File: config.mk
export PLATFORM = sky130hd
export DESIGN_NAME = hit_measure_ctrl
export DESIGN_NICKNAME = d
export VERILOG_FILES = /design/src/rtl/hit_measure_ctrl.sv
export SDC_FILE = /design/constraint.sdc
export NUM_CORES = 1
export LEC_CHECK = 0
export CORE_MARGIN = 5
export CORE_UTILIZATION = 35
export CTS_BUF_LIST = sky130_fd_sc_hd__clkbuf_2 sky130_fd_sc_hd__clkbuf_4 sky130_fd_sc_hd__clkbuf_8
export DETAILED_ROUTE_END_ITERATION = 16
export MAX_ROUTING_LAYER = met4
export SLEW_MARGIN = 25
export SYNTH_ARGS = -nofsm -noshare
export SYNTH_HDL_FRONTEND = slang
export SYNTH_SLANG_ARGS = --single-unit
File: constraint.sdc
create_clock -name clk -period 1.8 [get_ports clk]
set_clock_uncertainty 0.2 [all_clocks]
set_input_delay 0.45 -clock clk [delete_from_list [all_inputs] [get_ports clk]]
set_output_delay 0.45 -clock clk [all_outputs]
set_load 0.05 [all_outputs]
File: src/rtl/hit_measure_ctrl.sv
// Hit measurement controller: counts coarse cycles from rise to fall, latches fine codes and
// emits one {ovf, coarse, fine_rise, fine_fall} record per hit. HIT_MEASURE_TIMEOUT_EN adds overflow timeout.
module hit_measure_ctrl #(
    parameter int unsigned COARSE_W = 16,
    parameter int unsigned FINE_W   = 8,
    parameter int unsigned OUT_W    = 1 + COARSE_W + 2 * FINE_W
) (
    input  logic              clk,
    input  logic              rst_n,
    input  logic              enable,
    input  logic              rise_edge,
    input  logic              fall_edge,
    input  logic [FINE_W-1:0] fine_rise,
    input  logic [FINE_W-1:0] fine_fall,
    input  logic              out_ready,
    output logic              out_valid,
    output logic [OUT_W-1:0]  out_data,
    output logic              processing_ended,
    output logic              busy
);

    typedef enum logic [2:0] {
        StIdle,
        StMeasure,
        StOutput,
        StWaitFall,
        StDone
    } state_e;

    localparam logic [COARSE_W-1:0] CntMax = '1;

    state_e              state_q, state_d;
    logic [COARSE_W-1:0] cnt_q, cnt_d;
    logic [FINE_W-1:0]   fine_rise_q, fine_rise_d;
    logic [OUT_W-1:0]    data_q, data_d;
    logic                fall_seen_q, fall_seen_d;
    logic                valid_q, valid_d;
    logic                pend_q, pend_d;
    logic                busy_q, busy_d;

    logic                handshake;
    logic [COARSE_W-1:0] cnt_sat_inc;

    // valid_q is high exactly while in StOutput
    assign handshake   = valid_q && out_ready;
    assign cnt_sat_inc = (cnt_q == CntMax) ? CntMax : cnt_q + COARSE_W'(1);

    always_comb begin
        state_d     = state_q;
        cnt_d       = cnt_q;
        fine_rise_d = fine_rise_q;
        data_d      = data_q;
        fall_seen_d = fall_seen_q;

        unique case (state_q)
            StIdle: begin
                if (rise_edge && enable) begin
                    state_d     = StMeasure;
                    cnt_d       = '0;
                    fine_rise_d = fine_rise;
                end
            end
            StMeasure: begin
                cnt_d = cnt_sat_inc;
                if (fall_edge) begin
                    // Counter starts at 0 the cycle after the rise, so +1 gives rise-to-fall span
                    state_d     = StOutput;
                    data_d      = {1'b0, cnt_sat_inc, fine_rise_q, fine_fall};
                    fall_seen_d = 1'b1;
                end
`ifdef HIT_MEASURE_TIMEOUT_EN
                else if (cnt_q == CntMax) begin
                    state_d     = StOutput;
                    data_d      = {1'b1, CntMax, fine_rise_q, {FINE_W{1'b0}}};
                    fall_seen_d = 1'b0;
                end
`endif
            end
            StOutput: begin
                if (fall_edge) begin
                    fall_seen_d = 1'b1;
                end
                if (handshake) begin
                    state_d = (fall_seen_q || fall_edge) ? StDone : StWaitFall;
                end
            end
            StWaitFall: begin
                if (fall_edge) begin
                    state_d = StDone;
                end
            end
            StDone: begin
                state_d = StIdle;
            end
            default: begin
                state_d = StIdle;
            end
        endcase

        valid_d = (state_d == StOutput);
        pend_d  = (state_d == StDone);
        busy_d  = (state_d != StIdle);
    end

    always_ff @(posedge clk or negedge rst_n) begin
        if (!rst_n) begin
            state_q     <= StIdle;
            cnt_q       <= '0;
            fine_rise_q <= '0;
            data_q      <= '0;
            fall_seen_q <= 1'b0;
            valid_q     <= 1'b0;
            pend_q      <= 1'b0;
            busy_q      <= 1'b0;
        end else begin
            state_q     <= state_d;
            cnt_q       <= cnt_d;
            fine_rise_q <= fine_rise_d;
            data_q      <= data_d;
            fall_seen_q <= fall_seen_d;
            valid_q     <= valid_d;
            pend_q      <= pend_d;
            busy_q      <= busy_d;
        end
    end

    assign out_valid        = valid_q;
    assign out_data         = data_q;
    assign processing_ended = pend_q;
    assign busy             = busy_q;

endmodule

---- Word level (Yosys, flattened, before mapping) ----
Index checks and enable logic that the tools add are counted.
operators by class
  reduce and logical (&&, ||, !) cells .... 11
  eq/ne operators ......................... 7
  multiplexer cells ....................... 9
  add/subtract/negate cells ............... 1
operators by type and width
  operator               count
  $mux 16                2
  $pmux 16 s2            1
  $add 16x1->16 const B  1
  $eq 16x16->1 const B   1
  $mux 3                 5
  $pmux 3 s4             1
  $eq 3x2->1 const B     3
  $reduce_and 2->1       4
  $eq 3x1->1 const B     1
  $eq 3x3->1 const B     1
  $logic_not 3->1        1
  $reduce_bool 3->1      1
  $logic_and 1x1->1      2
  $ne 2x2->1 const B     1
  $reduce_bool 2->1      1
  $reduce_or 2->1        1
  $logic_or 1x1->1       1
storage, ports and cells
  input port bits ......................... 22
  bits in registers ....................... 63
  output and inout bits ................... 36

---- Longest topological paths before layout ----
Gate-level depths: netlist of run 1.
  depth after elaboration ................. 5
  depth in mapped cells ................... 7

---- Worst setup path before layout of run 1 ----
No wires, ideal clock.
  path type ............................... flip-flop to flip-flop
  start point ............................. register cnt_q[0]
  end point ............................... register cnt_q[3]
  required time ........................... 1.535 ns
  setup slack ............................. -0.158 ns
  period minus slack after synthesis ...... 1.958 ns
  library setup time ...................... 0.065 ns
  arrival ................................. 1.693 ns
  cell stages (with the launch flop) ...... 6
  path through ............................ dfrtp_1 > ha_1 > nand3_2 > or4_4 > a21oi_2 > o221a_2
on the way
  longest elaborated chain between the ends .. 3
  elaborated cells on any way between the ends .. 4
  those cells by class .................... 1 x add/sub; 1 x eq/ne; 2 x mux
ends and longest elaborated chain
  what                                           RTL line  text
  start, declared                                33        logic [COARSE_W-1:0] cnt_q, cnt_d;
  start signal, assigned                         117       cnt_q <= cnt_d;
  $add 16x1->16 or $eq 16x16->1 (tied branches)  46        assign cnt_sat_inc = (cnt_q == CntMax) ? CntMax : cnt_q + COARSE_W'(1);
  $mux 16 (*)                                    46
  $pmux 16 s2 (*)                                55        unique case (state_q)
Mark *: on every way between the ends. The rest lies on a longest branch, timed or not.
A chain may end at the register's enable or synchronous reset.

---- Worst setup path after layout of run 1 ----
  start point ............................. register cnt_q[0]
  end point ............................... register cnt_q[10]
Same word-level chain as after synthesis.

==> metrics.txt, run 1 <==
vias in the first global route 2695; crit path launch type register; commonest non-fill, non-tap cell in the layout nand2_1; Die ar. 0.0105 mm2; crit path capture type register; Worst VDD drop 0.595 mV; failing checks negative setup slack; Mapped Nets 335; final worst slack -0.133 ns; nets 468; run status finished, violations left; Async S/R FF share, synth 100%; global-route wire length before repair 13300 um; CP max stage delay 0.42 ns; pre-CTS setup slack -0.294 ns; #FFs+latches synth 63; power density cells 1630 mW/mm2; # port buffers 56; grt total ovfl 0; Yosys warning count 0; crit path kind register to register; clock-pin slew on the worst setup and hold paths 0.07 ns; row count 33; final critical-path share of the clock period 107%; CTS Sinks 63; Via density 5.05; clk_lat worst skew 0.35 ns; core area 0.00830 mm2; fin crit period 1.93 ns; TritonCTS clock tree built; Gate Count Post-Synth 312; crit path buf inv count 1; Netlist Area Pre-Place 0.00301 mm2; first-pass iteration count of the detailed router 4; top cell family by delay on the critical path simple AND/OR/NAND/NOR gates; maximum clock path buffer count 2; register area share after synthesis 52.5%; DRC viols 0; initial DRC count 163; Fin Hold WS 0.274 ns; final setup fails 11; HPWL after DPL 5670 um; ys flop type dfrtp_1; Leak 0.00235 uW; area grow syn2layout 69.7%; largest net degree at the start of global routing 39; Initial Util 36.2%; Mapped Avg Cell Area 9.63 um2; RSZ-0062 raised after global routing yes; Fmax achieved 517 MHz; number of synthesized flops with an enable pin 0; CP Cell Sequence ha_4, buf_4, and3_4, nand4_1, o21ai_0, nor3b_2; Fin. Hold Viols 0; max_cap viols 0; slowest stage cell on the critical path dfrtp_2; commonest non-fill, non-tap cells in the layout nand2_1 (85), buf_4 (70), dfrtp_1 (59); worst-path fanout max 4; CTS Root Cell clkbuf_8; Hold Crit Class register to register; Die X 103 um; Slew Limit Fails 0; Num CTS Buffers 9; via count 2805; layout cells sized above 1 43.8%; gpl congestion 0.809; crit path DAT 2.00 ns; Ant. Diodes 0; H-Tree Depth 3; Worst Path Required 1.86 ns; remaining antenna violation count 0; final core occ 61.4%; Total GRT Usage 16.7%; initial antenna violation count 0; final WL 8940 um; number of library cell types mapped by synthesis 52; routed len/inst 16.1 um; IO Pins 58; die height 103 um; setup TNS -0.320 ns
## logic make-up after synthesis
| kind of cell | after synthesis | share of synthesized area [%] |
|---|---|---|
| fa+ha+maj | 1 | 0.416 |
| buf+inv | 26 | 5.16 |
| simple gates | 152 | 25.6 |
| xor+xnor | 13 | 3.79 |
| flops | 63 | 52.5 |
| other cells | 1 | 0.125 |
| compound gates | 56 | 12.4 |
## worst paths after layout
| path | startpoint | to | slack [ns] | cells past startpoint |
|---|---|---|---|---|
| worst max-delay path | cnt_q[0] | cnt_q[10] | -0.13 | 6 |
| worst min-delay path | fine_rise_q[5] | out_data[13] | 0.27 | 2 |
| worst max register to register | cnt_q[0] | cnt_q[10] | -0.13 | 6 |
| worst min register to register | fine_rise_q[5] | out_data[13] | 0.27 | 2 |
| max in group asynchronous | rst_n | cnt_q[4] | 0.51 | 3 |
| min in group asynchronous | rst_n | out_data[0] | 0.34 | 2 |
## what timing repair did
item                       4_1_cts  5_1_grt
hold endpoints to repair        12        0
hold buffers                     1        0
gates resized for setup          3       59
setup endpoints to repair       21       28
setup buffers                    6       20
pin swaps                        5       28
cloned                           0        2
## state kept, by name (all words and copies together) (netlist names)
| register | flops |
|---|---|
| busy | 1 |
| cnt_q | 16 |
| fall_seen_q | 1 |
| fine_rise_q | 8 |
| out_data | 32 |
| out_valid | 1 |
| processing_ended | 1 |
| state_q | 3 |
## layout make-up
class	instances	area (um2)
clock inverter	6	61.3
inverter	5	18.8
tap	105	131
timing repair buffer	142	1650
sequential	63	1580
clock buffer	10	131
multi-input combinational	224	1530
fill	688	3200
## through the flow
| stage | instance area (um2) | power, uW | std cells |
|---|---|---|---|
| 2_1_floorplan | 3030 | 4430 | 312 |
| 3_3_place_gp | 4440 | 6770 | 511 |
| 3_5_place_dp | 4440 | 6850 | 511 |
| 4_1_cts | 4700 | 8100 | 534 |
| 5_1_grt | 5100 | 8770 | 555 |
| 6_report | 5100 | 8310 | 555 |
## power by group
part           total (uW)  internal [uW]  switching, uW
logic                4610           2230           2380
registers            2480           1940            537
clock network        1220            649            573
## metal layers
metal	up-vias	part of all wire (%)	GRT usage [%]
met5	-	0	-
met4	0	2.5	3.94
met3	24	5.3	4.06
met2	81	50	26.4
met1	1360	42	21.8
li1	1340	-	-
## synth_stat cells (3+ instances only)
cell type,number,area share [%]
xnor2_1,9,2.6
and3_1,3,0.62
nand2_1,86,11
and4_1,3,0.87
dfrtp_1,63,52
o21ai_0,5,0.83
a311oi_1,8,2.3
a21oi_1,21,3.5
a31oi_1,9,1.9
inv_1,5,0.62
nor4_1,5,1.0
nor3_1,3,0.50
nor2_1,21,2.6
xor2_1,4,1.2
nand4_1,3,0.62
clkbuf_1,7,0.87
nand3_1,7,1.2
buf_2,5,0.83
buf_4,4,1.0
## worst reg2reg max path, stage by stage, from the launching register on
cell,delay (ns)
dfrtp_2,0.42
ha_4,0.17
buf_4,0.14
and3_4,0.20
nand4_1,0.16
o21ai_0,0.31
nor3b_2,0.26
Power figures use the tool's default switching activity.
==> run 2, diff against run 1 <==
CELL_PAD_IN_SITES_DETAIL_PLACEMENT = 1   (was unset)
CELL_PAD_IN_SITES_GLOBAL_PLACEMENT = 2   (was unset)
CORE_UTILIZATION = 30   (was 35)
PLACE_DENSITY_LB_ADDON = 0.1   (was unset)
==> metrics.txt, run 2 (synthesis gave the netlist of run 1 again) <==
Num CTS Buffers 9 (unchanged); largest net degree at the start of global routing 36 (was 39); via count 2724 (was 2805); # port buffers 56 (unchanged); Leak 0.00229 uW (was 0.00235 uW); RSZ-0062 raised after global routing yes (unchanged); core area 0.00977 mm2 (was 0.00830 mm2); run status finished, violations left (unchanged); Reg power frac 29.5% (was 29.8%); worst-path fanout max 5 (was 4); row count 36 (was 33); Worst VDD drop 0.591 mV (was 0.595 mV); Hold Crit Class register to register (unchanged); final critical-path share of the clock period 103% (was 107%); clock share of power 16.7% (was 14.7%); number of flip-flops in the largest register 32 (unchanged); Cell Count, Final, Fillers Out 571 (was 555); vias in the first global route 2828 (was 2695); crit path launch type register (unchanged); CTS Sinks 63 (unchanged); crit path capture type register (unchanged); reg2reg setup slack -0.05 ns (was -0.13 ns); remaining antenna violation count 0 (unchanged); Slew Limit Fails 0 (unchanged); HPWL after DPL 6390 um (was 5670 um); commonest non-fill, non-tap cells in the layout nand2_1 (86), buf_4 (65), dfrtp_1 (61) (was nand2_1 (85), buf_4 (70), dfrtp_1 (59)); cell-internal power 4870 uW (was 4820 uW); crit path kind register to register (unchanged); Die ar. 0.0121 mm2 (was 0.0105 mm2); area grow syn2layout 65.3% (was 69.7%); grt total ovfl 0 (unchanged); routed len/inst 15.4 um (was 16.1 um); Logic pwr share 53.8% (was 55.5%); gpl congestion 0.746 (was 0.809); Initial Util 30.7% (was 36.2%); fin crit period 1.85 ns (was 1.93 ns); Ant. Diodes 0 (unchanged); layout cells sized above 1 39.3% (was 43.8%); commonest non-fill, non-tap cell in the layout nand2_1 (unchanged); CTS Root Cell clkbuf_8 (unchanged); placed cells 540 (was 511); pre-CTS setup slack -0.284 ns (was -0.294 ns); crit path DAT 1.93 ns (was 2.00 ns); CP max stage delay 0.60 ns (was 0.42 ns); DP Area 0.00446 mm2 (was 0.00444 mm2); final worst slack -0.0531 ns (was -0.133 ns); top cell family by delay on the critical path simple AND/OR/NAND/NOR gates (unchanged); Via density 4.77 (was 5.05); first-pass iteration count of the detailed router 4 (unchanged); setup TNS -0.116 ns (was -0.320 ns); H-Tree Depth 3 (unchanged); Worst Path Required 1.88 ns (was 1.86 ns); CP Cell Sequence ha_4, nand3_4, or4_4, a21oi_2, o221a_2 (was ha_4, buf_4, and3_4, nand4_1, o21ai_0, nor3b_2); IO Pins 58 (unchanged); Switch Pwr 3410 uW (was 3490 uW); clk_lat worst skew 0.34 ns (was 0.35 ns); Sw Share 41.2% (was 42.0%); initial antenna violation count 0 (unchanged); max_cap viols 0 (unchanged); Fin. Hold Viols 0 (unchanged); maximum clock path buffer count 2 (unchanged); Die X 110 um (was 103 um); global-route wire length before repair 14200 um (was 13300 um); nets 456 (was 468); slowest stage cell on the critical path or4_4 (was dfrtp_2); final core occ 50.8% (was 61.4%); DRC viols 0 (unchanged); initial DRC count 72 (was 163); power density cells 1670 mW/mm2 (was 1630 mW/mm2); clock-pin slew on the worst setup and hold paths 0.08 ns (was 0.07 ns); TritonCTS clock tree built (unchanged); crit path buf inv count 0 (was 1); Final Cell Area 0.00497 mm2 (was 0.00510 mm2); failing checks negative setup slack (unchanged); Fmax achieved 540 MHz (was 517 MHz); Total GRT Usage 15.8% (was 16.7%); die height 110 um (was 103 um); final setup fails 5 (was 11); final WL 8790 um (was 8940 um)
==> run 2: changes by cell type in the layout (fill, tap and decap cells not counted), sizes merged <==
cell,change
buf,-11
bufinv,+1
clkinv,-2
clkinvlp,+1
nor2,-1
==> run 2: metal layers <==
| layer | track usage [%] | wire length [um] |
|---|---|---|
| met1 | 20.0 | 3960 |
| met2 | 25.4 | 4420 |
| met3 | 4.02 | 286 |
| met4 | 3.69 | 119 |
| met5 | - | 0 |
==> run 2: layout make-up <==
cell class | count | area (um2)
Inverter | 5 | 18.8
Multi-Input combinational cell | 223 | 1460
Fill cell | 1074 | 4810
Timing Repair Buffer | 131 | 1530
Tap cell | 133 | 166
Clock buffer | 10 | 131
Clock inverter | 6 | 85.1
Sequential cell | 63 | 1580
==> run 2: what timing repair did <==
item                                    in CTS  in global routing
endpoints found under the setup margin      21                 27
gates resized for setup                     15                 24
setup buffers                                7                  7
hold buffers                                 1                  0
endpoints found under the hold margin       13                  0
pin swaps                                    9                 19
==> run 2: power by group through the flow <==
stage / Sequential, uW / Clock, uW / Combinational (uW)
5_1_grt: 2520 / 1500 / 4710
6_report: 2440 / 1380 / 4450
3_3_place_gp: 2460 / 0 / 4320
3_5_place_dp: 2480 / 0 / 4370
2_1_floorplan: 3530 / 0 / 896
4_1_cts: 2460 / 1410 / 4420
==> run 2: worst min-delay path, stage by stage (launching register included) <==
cell and delay (ns):
dfrtp_1 0.35, nand2_1 0.05, nand2_1 0.05
==> run 2: worst paths after layout <==
| path | from | endpoint | cells after the start |
|---|---|---|---|
| max | cnt_q[0] | cnt_q[7] | 5 |
| min | fine_rise_q[4] | out_data[12] | 2 |
| max reg2reg | cnt_q[0] | cnt_q[7] | 5 |
| min reg2reg | fine_rise_q[4] | out_data[12] | 2 |
| max in group asynchronous | rst_n | state_q[0] | 3 |
| min in group asynchronous | rst_n | cnt_q[5] | 2 |
==> run 2: through the flow <==
stage	total power, uW	hold WS [ns]
4_1_cts	8290	0.276
2_1_floorplan	4430	-0.0456
3_3_place_gp	6780	0.224
6_report	8280	0.271
5_1_grt	8730	0.303
3_5_place_dp	6850	0.234
==> run 3, diff against run 2 <==
CTS_CLUSTER_DIAMETER = 200   (was unset)
PLACE_DENSITY = 0.84   (was unset)
PLACE_DENSITY_LB_ADDON = unset   (was 0.1)
==> metrics.txt, run 3 (synthesis gave the netlist of run 1 again) <==
Initial Util 30.7% (unchanged); Levels on crit path 5 (unchanged); crit path launch type register (unchanged); nets 445 (was 456); CP endpoint cnt_q[15] (was cnt_q[7]); slowest stage cell on the critical path dfrtp_1 (was or4_4); worst-path fanout max 5 (unchanged); Total GRT Usage 15.8% (about the same); vias in the first global route 2926 (was 2828); Logic pwr share 54.0% (was 53.8%); RSZ-0062 raised after global routing yes (unchanged); reg2reg end cnt_q[15] (was cnt_q[7]); CTS Sinks 63 (unchanged); Num CTS Buffers 9 (unchanged); crit path capture type register (unchanged); Cell Count, Final, Fillers Out 560 (was 571); IO Pins 58 (unchanged); Fmax achieved 522 MHz (was 540 MHz); die height 110 um (unchanged); CP Cell Sequence nand4_4, nor4_2, buf_4, a31oi_1, a311oi_1 (was ha_4, nand3_4, or4_4, a21oi_2, o221a_2); routed len/inst 16.1 um (was 15.4 um); Switch Pwr 3470 uW (was 3410 uW); core area 0.00977 mm2 (unchanged); grt total ovfl 0 (unchanged); crit path buf inv count 1 (was 0); top cell family by delay on the critical path simple AND/OR/NAND/NOR gates (unchanged); row count 36 (unchanged); Ant. Diodes 0 (unchanged); CP max stage delay 0.41 ns (was 0.60 ns); commonest non-fill, non-tap cells in the layout nand2_1 (83), dfrtp_1 (60), buf_4 (57) (was nand2_1 (86), buf_4 (65), dfrtp_1 (61)); Die ar. 0.0121 mm2 (unchanged); initial antenna violation count 0 (unchanged); # port buffers 56 (unchanged); final critical-path share of the clock period 107% (was 103%); total power 8130 uW (was 8280 uW); R2R cell count 5 (unchanged); H-Tree Depth 3 (unchanged); via count 2711 (was 2724); Crit. Startpoint cnt_q[9] (was cnt_q[0]); Sw Share 42.7% (was 41.2%); Hold Crit Class register to register (unchanged); final WL 9010 um (was 8790 um); crit path DAT 1.94 ns (was 1.93 ns); HPWL after DPL 5980 um (was 6390 um); remaining antenna violation count 0 (unchanged); clock share of power 15.6% (was 16.7%); clock-pin slew on the worst setup and hold paths 0.08 ns (about the same); CTS Root Cell clkbuf_8 (unchanged); cell-internal power 4660 uW (was 4870 uW); final setup fails 6 (was 5); clk_lat worst skew 0.36 ns (was 0.34 ns); TritonCTS clock tree built (unchanged); Reg power frac 30.4% (was 29.5%); maximum clock path buffer count 2 (unchanged); final core occ 49.4% (was 50.8%); fin crit period 1.92 ns (was 1.85 ns); max_cap viols 0 (unchanged); largest net degree at the start of global routing 64 (was 36); Fin. Hold Viols 0 (unchanged); initial DRC count 97 (was 72); reg2reg setup slack -0.12 ns (was -0.05 ns); Leak 0.00217 uW (was 0.00229 uW); power density cells 1680 mW/mm2 (was 1670 mW/mm2); global-route wire length before repair 14600 um (was 14200 um); Fin Hold WS 0.286 ns (was 0.271 ns); area grow syn2layout 60.8% (was 65.3%); first-pass iteration count of the detailed router 4 (unchanged); commonest non-fill, non-tap cell in the layout nand2_1 (unchanged); gpl congestion 0.851 (was 0.746); run status finished, violations left (unchanged); number of flip-flops in the largest register 32 (unchanged); Slew Limit Fails 0 (unchanged); crit path kind register to register (unchanged); Via density 4.84 (was 4.77); Worst VDD drop 0.853 mV (was 0.591 mV); layout cells sized above 1 37.7% (was 39.3%); worst r2r src cnt_q[9] (was cnt_q[0]); failing checks negative setup slack (unchanged); Final Cell Area 0.00483 mm2 (was 0.00497 mm2); Die X 110 um (unchanged); Worst Path Required 1.82 ns (was 1.88 ns); DRC viols 0 (unchanged); placed cells 530 (was 540); DP Area 0.00439 mm2 (was 0.00446 mm2); final worst slack -0.117 ns (was -0.0531 ns)
==> run 3: cell count changes in the layout (fill, tap and decap cells not counted), moves of 3 or more <==
cell | before | now
buf_6 | 6 | 2
nand2_1 | 86 | 83
a21oi_1 | 14 | 19
a311oi_1 | 1 | 4
a21oi_2 | 8 | 3
nor4_2 | 2 | 5
buf_4 | 65 | 57
a311oi_2 | 7 | 4
nand2_2 | 1 | 4
==> run 3: how the worst min path moves through the flow <==
stage                              start             end  cells after the start
after floorplan                    rst_n            busy                      0
final                     fine_rise_q[4]    out_data[12]                      2
after global routing      fine_rise_q[1]     out_data[9]                      2
after CTS                 fine_rise_q[3]  fine_rise_q[3]                      2
after detailed placement  fine_rise_q[6]    out_data[14]                      2
after global placement    fine_rise_q[1]     out_data[9]                      2
==> run 3: layer usage <==
layer	track usage, %	up-vias	wire [um]
li1	-	1295	-
met5	-	-	0
met1	19.7	1345	3910
met4	5.80	0	117
met2	25.6	60	4660
met3	2.97	11	321
==> run 3: per-stage QoR <==
step	worst slack, ns	setup TNS [ns]
5_1_grt	-0.174	-1.18
6_report	-0.117	-0.339
3_3_place_gp	-0.279	-7.42
4_1_cts	-0.0481	-0.174
2_1_floorplan	-0.0471	-0.117
3_5_place_dp	-0.309	-9.16
==> run 3: worst register-to-register path, cell delays in order (launching register included) <==
cell and delay [ns]:
dfrtp_1 0.41, nand4_4 0.19, nor4_2 0.34, buf_4 0.19, a31oi_1 0.11, a311oi_1 0.36
==> run 3: what timing repair did <==
item,4_1_cts,5_1_grt
pin swaps,8,14
hold buffers,1,0
buffers inserted,9,5
resized for setup,6,27
setup endpoints to repair,20,38
hold endpoints to repair,63,0
==> run 3: area by class of cell <==
type	instances	area [um2]
multi-input cells	223	1430
well taps	133	166
repair buffers	120	1450
inverters	5	18.8
clock buffers	9	124
flip-flops and latches	63	1580
clock inverters	7	71.3
fillers	1087	4940
==> run 3: power by group through the flow <==
stage          clock network [uW]  logic [uW]  registers (uW)
3_5_place_dp                    0        4310            2500
5_1_grt                      1360        4650            2560
4_1_cts                      1290        4360            2480
3_3_place_gp                    0        4220            2480
2_1_floorplan                   0         896            3530
6_report                     1270        4390            2470
